File: config.mk
export PLATFORM = sky130hd
export DESIGN_NAME = sdht_decoder
export DESIGN_NICKNAME = d
export VERILOG_FILES = /design/src/rtl/sdht_pkg.sv /design/src/rtl/sdht_dec_base_lut.sv /design/src/rtl/sdht_decoder.sv
export SDC_FILE = /design/constraint.sdc
export NUM_CORES = 1
export LEC_CHECK = 0
export CORE_MARGIN = 5
export CORE_UTILIZATION = 55
export CTS_CLUSTER_SIZE = 30
export DETAILED_ROUTE_END_ITERATION = 10
export PLACE_DENSITY = 0.79
export RECOVER_POWER = 25
export SYNTH_ARGS = -nofsm -noshare
export SYNTH_HDL_FRONTEND = slang
export SYNTH_SLANG_ARGS = --single-unit
export TNS_END_PERCENT = 50
File: constraint.sdc
create_clock -name clk -period 5.91 [get_ports clk]
set_clock_uncertainty 0.1 [all_clocks]
set_input_delay 1.773 -clock clk [delete_from_list [all_inputs] [get_ports clk]]
set_output_delay 1.773 -clock clk [all_outputs]
set_load 0.005 [all_outputs]
File: src/rtl/sdht_pkg.sv
// Shared definitions for the static distance Huffman code path (encoder and decoder).
// Holds the FSM state encoding, field-width constants, the distance code points
// and the base/extra-count lookup entry type.
package sdht_pkg;

  localparam int CODE_BITS      = 5;
  localparam int MAX_EXTRA_BITS = 13;
  localparam int MAX_CODE       = 29;
  localparam int BASE_BITS      = 17;  // 24577 + 8191 = 32768 needs 16 bits; base math keeps one spare

  typedef enum logic [1:0] {
    S_CODE  = 2'd0,
    S_EXTRA = 2'd1,
    S_OUT   = 2'd2
  } sdht_state_t;

  // Result of mapping one distance code: first distance of its range,
  // number of extra bits that follow it, and whether the code is unused (30/31).
  typedef struct packed {
    logic [BASE_BITS-1:0] base;
    logic [3:0]           extra_no;
    logic                 invalid;
  } sdht_lut_t;

  localparam logic [CODE_BITS-1:0] DIST_CODE0  = 5'd0;
  localparam logic [CODE_BITS-1:0] DIST_CODE1  = 5'd1;
  localparam logic [CODE_BITS-1:0] DIST_CODE2  = 5'd2;
  localparam logic [CODE_BITS-1:0] DIST_CODE3  = 5'd3;
  localparam logic [CODE_BITS-1:0] DIST_CODE4  = 5'd4;
  localparam logic [CODE_BITS-1:0] DIST_CODE5  = 5'd5;
  localparam logic [CODE_BITS-1:0] DIST_CODE6  = 5'd6;
  localparam logic [CODE_BITS-1:0] DIST_CODE7  = 5'd7;
  localparam logic [CODE_BITS-1:0] DIST_CODE8  = 5'd8;
  localparam logic [CODE_BITS-1:0] DIST_CODE9  = 5'd9;
  localparam logic [CODE_BITS-1:0] DIST_CODE10 = 5'd10;
  localparam logic [CODE_BITS-1:0] DIST_CODE11 = 5'd11;
  localparam logic [CODE_BITS-1:0] DIST_CODE12 = 5'd12;
  localparam logic [CODE_BITS-1:0] DIST_CODE13 = 5'd13;
  localparam logic [CODE_BITS-1:0] DIST_CODE14 = 5'd14;
  localparam logic [CODE_BITS-1:0] DIST_CODE15 = 5'd15;
  localparam logic [CODE_BITS-1:0] DIST_CODE16 = 5'd16;
  localparam logic [CODE_BITS-1:0] DIST_CODE17 = 5'd17;
  localparam logic [CODE_BITS-1:0] DIST_CODE18 = 5'd18;
  localparam logic [CODE_BITS-1:0] DIST_CODE19 = 5'd19;
  localparam logic [CODE_BITS-1:0] DIST_CODE20 = 5'd20;
  localparam logic [CODE_BITS-1:0] DIST_CODE21 = 5'd21;
  localparam logic [CODE_BITS-1:0] DIST_CODE22 = 5'd22;
  localparam logic [CODE_BITS-1:0] DIST_CODE23 = 5'd23;
  localparam logic [CODE_BITS-1:0] DIST_CODE24 = 5'd24;
  localparam logic [CODE_BITS-1:0] DIST_CODE25 = 5'd25;
  localparam logic [CODE_BITS-1:0] DIST_CODE26 = 5'd26;
  localparam logic [CODE_BITS-1:0] DIST_CODE27 = 5'd27;
  localparam logic [CODE_BITS-1:0] DIST_CODE28 = 5'd28;
  localparam logic [CODE_BITS-1:0] DIST_CODE29 = 5'd29;

endpackage

File: src/rtl/sdht_dec_base_lut.sv
// Purpose: map a 5-bit distance code to {base, extra bit count, invalid}.
// Latency: combinational. Backpressure: none (pure function of code).
// Ports: code (in, 5b) -> ent (out, sdht_lut_t).
module sdht_dec_base_lut
  import sdht_pkg::*;
(
  input  logic [CODE_BITS-1:0] code,
  output sdht_lut_t            ent
);

  // Codes 4..29 come in pairs sharing an extra-bit count; the low code bit picks
  // the lower or upper half of the doubled range, so base = ({1,c[0]} << n) + 1.
  logic [BASE_BITS-1:0] mant;
  logic [3:0]           n_big;

  assign mant  = {{(BASE_BITS-2){1'b0}}, 1'b1, code[0]};
  assign n_big = code[4:1] - 4'd1;

  always_comb begin
    ent = '0;
    if (code > 5'(MAX_CODE)) begin
      ent.invalid = 1'b1;
    end else if (code <= DIST_CODE3) begin
      // No extra bits: the code alone names distances 1..4.
      ent.base     = {{(BASE_BITS-CODE_BITS){1'b0}}, code} + 17'd1;
      ent.extra_no = 4'd0;
    end else begin
      ent.base     = (mant << n_big) + 17'd1;
      ent.extra_no = n_big;
    end
  end

endmodule

File: src/rtl/sdht_decoder.sv
// Purpose: serial static-Huffman distance decoder (5 code bits MSB first, then n extra bits MSB first).
// Latency: dist_valid_out rises the cycle after the last field bit is accepted; one result per 5+n+1 cycles min.
// Backpressure: bit_ready_out drops while a result waits in S_OUT; result held until dist_ready_in.
// Ports: clk, rst_n (async, active low); bit_in/bit_valid_in/bit_ready_out serial input;
//        dist_out/dist_err_out/dist_valid_out/dist_ready_in result output.
module sdht_decoder
  import sdht_pkg::*;
#(
  // Width of the reconstructed distance; must be >= 16 so that 32768 fits.
  parameter int DICTIONARY_DEPTH_LOG = 16
) (
  input  logic                            clk,
  input  logic                            rst_n,
  input  logic                            bit_in,
  input  logic                            bit_valid_in,
  output logic                            bit_ready_out,
  output logic [DICTIONARY_DEPTH_LOG-1:0] dist_out,
  output logic                            dist_err_out,
  output logic                            dist_valid_out,
  input  logic                            dist_ready_in
);

  sdht_state_t               state;
  logic [3:0]                cnt;
  logic [CODE_BITS-1:0]      code_q;
  logic [MAX_EXTRA_BITS-1:0] ext_q;

  logic                      accept;
  logic [CODE_BITS-1:0]      code_full;
  logic [CODE_BITS-1:0]      lut_code;
  logic [MAX_EXTRA_BITS-1:0] ext_full;
  logic [MAX_EXTRA_BITS:0]   ext_mask;
  logic [BASE_BITS-1:0]      ext_sum;
  sdht_lut_t                 lut;

  assign bit_ready_out  = (state != S_OUT);
  assign dist_valid_out = (state == S_OUT);
  assign accept         = bit_valid_in && bit_ready_out;

  // Code including the bit arriving this cycle; decides the 5th-bit transition.
  assign code_full = {code_q[3:0], bit_in};
  assign ext_full  = {ext_q[MAX_EXTRA_BITS-2:0], bit_in};

  // While collecting extra bits the stored code drives the LUT; before that the
  // incoming bit completes the code so the decision lands on the 5th edge.
  assign lut_code = (state == S_EXTRA) ? code_q : code_full;

  sdht_dec_base_lut u_lut (
    .code (lut_code),
    .ent  (lut)
  );

  // One extra bit of mask width so n = 13 yields all ones without overflow.
  assign ext_mask = (14'd1 << lut.extra_no) - 14'd1;
  assign ext_sum  = lut.base + {{(BASE_BITS-MAX_EXTRA_BITS){1'b0}},
                                ext_full & ext_mask[MAX_EXTRA_BITS-1:0]};

  always_ff @(posedge clk or negedge rst_n) begin
    if (!rst_n) begin
      state        <= S_CODE;
      cnt          <= '0;
      code_q       <= '0;
      ext_q        <= '0;
      dist_out     <= '0;
      dist_err_out <= 1'b0;
    end else begin
      case (state)
        S_CODE: begin
          if (accept) begin
            code_q <= code_full;
            if (cnt == 4'(CODE_BITS - 1)) begin
              cnt <= '0;
              if (lut.invalid) begin
                dist_out     <= '0;
                dist_err_out <= 1'b1;
                state        <= S_OUT;
              end else if (lut.extra_no == 4'd0) begin
                dist_out     <= DICTIONARY_DEPTH_LOG'(lut.base);
                dist_err_out <= 1'b0;
                state        <= S_OUT;
              end else begin
                state <= S_EXTRA;
              end
            end else begin
              cnt <= cnt + 4'd1;
            end
          end
        end
        S_EXTRA: begin
          if (accept) begin
            ext_q <= ext_full;
            if (cnt == lut.extra_no - 4'd1) begin
              dist_out     <= DICTIONARY_DEPTH_LOG'(ext_sum);
              dist_err_out <= 1'b0;
              cnt          <= '0;
              state        <= S_OUT;
            end else begin
              cnt <= cnt + 4'd1;
            end
          end
        end
        S_OUT: begin
          // Result registers are left alone so they stay stable across the handshake.
          if (dist_ready_in) begin
            state  <= S_CODE;
            cnt    <= '0;
            code_q <= '0;
            ext_q  <= '0;
          end
        end
        default: state <= S_CODE;
      endcase
    end
  end

endmodule

==> reports/results.ini <==
[timing]
fin_ws_ps=-2.361
hold_viol=0
timing.fmax_mhz=169.1
rsz0062_at_grt=true
slew_headroom_pct=-48.91
worstMarginPinSlew_ps=2234
finalSetupViolations=1
final.min_clock_period_ps=5912
fin_crit_sh_pct=100.0
whs_ps=408.1
setup-tns-final_ps=-2.361
slew_violations=41

[clock_network]
clock_latency_ps=300
hold_buffers=0
clkTransAtPathRegs_ps=90
htree_num_levels=2
cts_root_buf=clkbuf_8
cts_tree=yes
clock_sink_count=40
cts_buffer_depth=2
cts_made_buffers=5

[critical_path]
rr_endpoint=dist_out[12]
required_ps=6000
critPathCaptureType=register
arrival_ps=6000
reg2reg_from=state[1]
cp_max_fo=4
crit_path_start_kind=input pin
reg2reg_depth=27
path_class=in -> reg
rrSetupSlack_ps=370

[synthesis]
ys_seq_area_share_pct=25.62
synth_flop_cell=dfrtp_1
synth_edf_count=0
synthesis.nets=493
synthCells=456
yosysTopAreaCellShare_pct=25.62
ys_top_cells_by_area=dfrtp_1, ha_1, nand2_1, mux2_2, o21ai_0
netlist_area_sq_mm=0.003907
postSynthAreaPerCell_sq_um=8.569
synth_cell_types=78
synthArstFlopShare_pct=100.0
synth_warnings=0
ys_ff_latch=40
synth.largest_area_cell=dfrtp_1

[worst_hold_path]
holdPathStages=2
hp-start=ext_q[3]
min_delay_worst_endpoint=ext_q[3]
hold_class=reg -> reg

[floorplan]
start_util_pct=56.89
die-area_sq_mm=0.008891
ios=24
die_height_um=94.29
rows=30
die_w_um=94.29
fp.coreArea_sq_mm=0.006869

[route]
wl_per_cell_um=18.09
first_pass_iters=8
routed_wl_um=11620
drt-initial-drc-count=300
ant_nets=0
post-route-drc-count=0
via_per_inst=6.079
vias=3903

[global_routing]
grt.total_usage_pct=26.28
grt_overflow=0
antenna_found_initial=0
grt_pass1_vias=3826
grt_pass1_wl_um=18620
grt_max_degree=41

[placement]
dp_hpwl_um=8314
gp_congestion=0.9103
placed_cells=623
io_buffers=23

[job]
maxCapViolCount=1

[finish]
area_growth_pct=30.80
drive_gt1_share_pct=31.50
n_antenna_cell=0
num-nets-final=582
layout.cells.non_filler=642

[outcome]
status=complete, but fails checks
violations=capacitance limit, slew limit, setup timing

[worst max-delay path by stage]
stage	start	endpoint	slack (ps)	depth (start not counted)
after global routing	bit_in	dist_out[14]	-140	23
after detailed placement	bit_in	dist_out[14]	-720	24
after CTS	bit_in	dist_out[15]	-30	24
after global placement	bit_in	dist_out[14]	-570	24
final	bit_in	dist_out[14]	-2	23
after floorplan	bit_in	dist_out[14]	-150	24
[layout make-up]
class / count / area [sq um]
tap: 96 / 120.1
multi-input combinational: 369 / 2967
inverter: 29 / 112.6
fill: 478 / 1758
timing repair buffer: 100 / 823.3
clock buffer: 5 / 68.82
clock inverter: 3 / 18.77
sequential: 40 / 1001
[critical path: stages]
cell      delay, ps
buf_6            70
or2b_4          270
nand2_4          80
buf_12          100
ha_4            130
nand2b_4        120
a21oi_4          50
or4_4           460
nand3_4         140
ha_2            200
nand2_1          80
ha_1            280
nand2b_1        200
buf_4           160
fa_1            460
nor2b_2         160
o31a_1          180
o221a_4         240
o211ai_1        130
a211oi_2        210
xor2_1          160
nor2_1           50
mux2_4          250
[metrics by stage]
stage | cell area, sq um | util, % | worst slack [ps]
after floorplan | 4029 | - | -153.5
after global placement | 4747 | 69.11 | -570.9
after detailed placement | 4747 | 69.11 | -717.0
after CTS | 4957 | 72.17 | -25.41
after global routing | 5111 | 74.41 | -141.3
final | 5111 | 74.41 | -2.361
[state kept, by name (all words and copies together), names as in the netlist]
register and cells:
dist_err_out 1, code_q 5, ext_q 12, cnt 4, state 2, dist_out 16
[cells in the mapped netlist, types with 4 or more instances]
master,instances
o21ai_1,4
nor3_1,8
and2_1,6
a31oi_1,4
xnor2_1,15
o31ai_1,7
a211oi_1,6
nand3_1,25
nor2_1,28
ha_1,31
buf_6,4
o21a_1,6
mux2_4,9
inv_1,26
a21o_1,6
a21oi_1,16
nand2_1,59
dfrtp_1,40
mux2i_1,8
mux2_2,14
clkbuf_1,8
o21ai_0,29
nand2b_1,9
xor2_1,8
nor2b_1,5
[cells by family after synthesis]
group	synth area share [%]
adder cells (fa/ha/maj)	10.44
flip-flops	25.62
XOR/XNOR	5.155
buffers and inverters	5.891
AO/OA/AOI/OAI	20.56
AND/OR/NAND/NOR	21.23
multiplexers	11.11
[layer usage]
metal / wire [um] / GRT usage, %
met3: 757 / 4.728
met2: 5501 / 43.68
met1: 4983 / 34.02
met5: 0 / 0
met4: 373 / 9.266
[cells in the final DEF, fill, tap and decap left out, types with 7 or more instances in the layout]
cell type        count
buf_4               74
nand2_1             57
dfrtp_1             40
nor2_1              25
inv_1               24
o21ai_0             23
nand3_1             22
ha_1                22
clkdlybuf4s50_1     21
a21oi_1             15
xnor2_1             15
mux2_2              12
mux2_4              11
mux2i_1              8
nor3_1               8
xor2_1               8
nand2b_1             7
[timing repair]
| action | 4_1_cts | 5_1_grt |
|---|---|---|
| gates resized for setup | 19 | 20 |
| setup buffers | 6 | 5 |
| pin swaps | 18 | 14 |
| endpoints found under the setup margin | 10 | 8 |
Power is left out: the tool's default activity adds up to more than one toggle a clock period on the data nets, which glitch-free logic cannot reach.
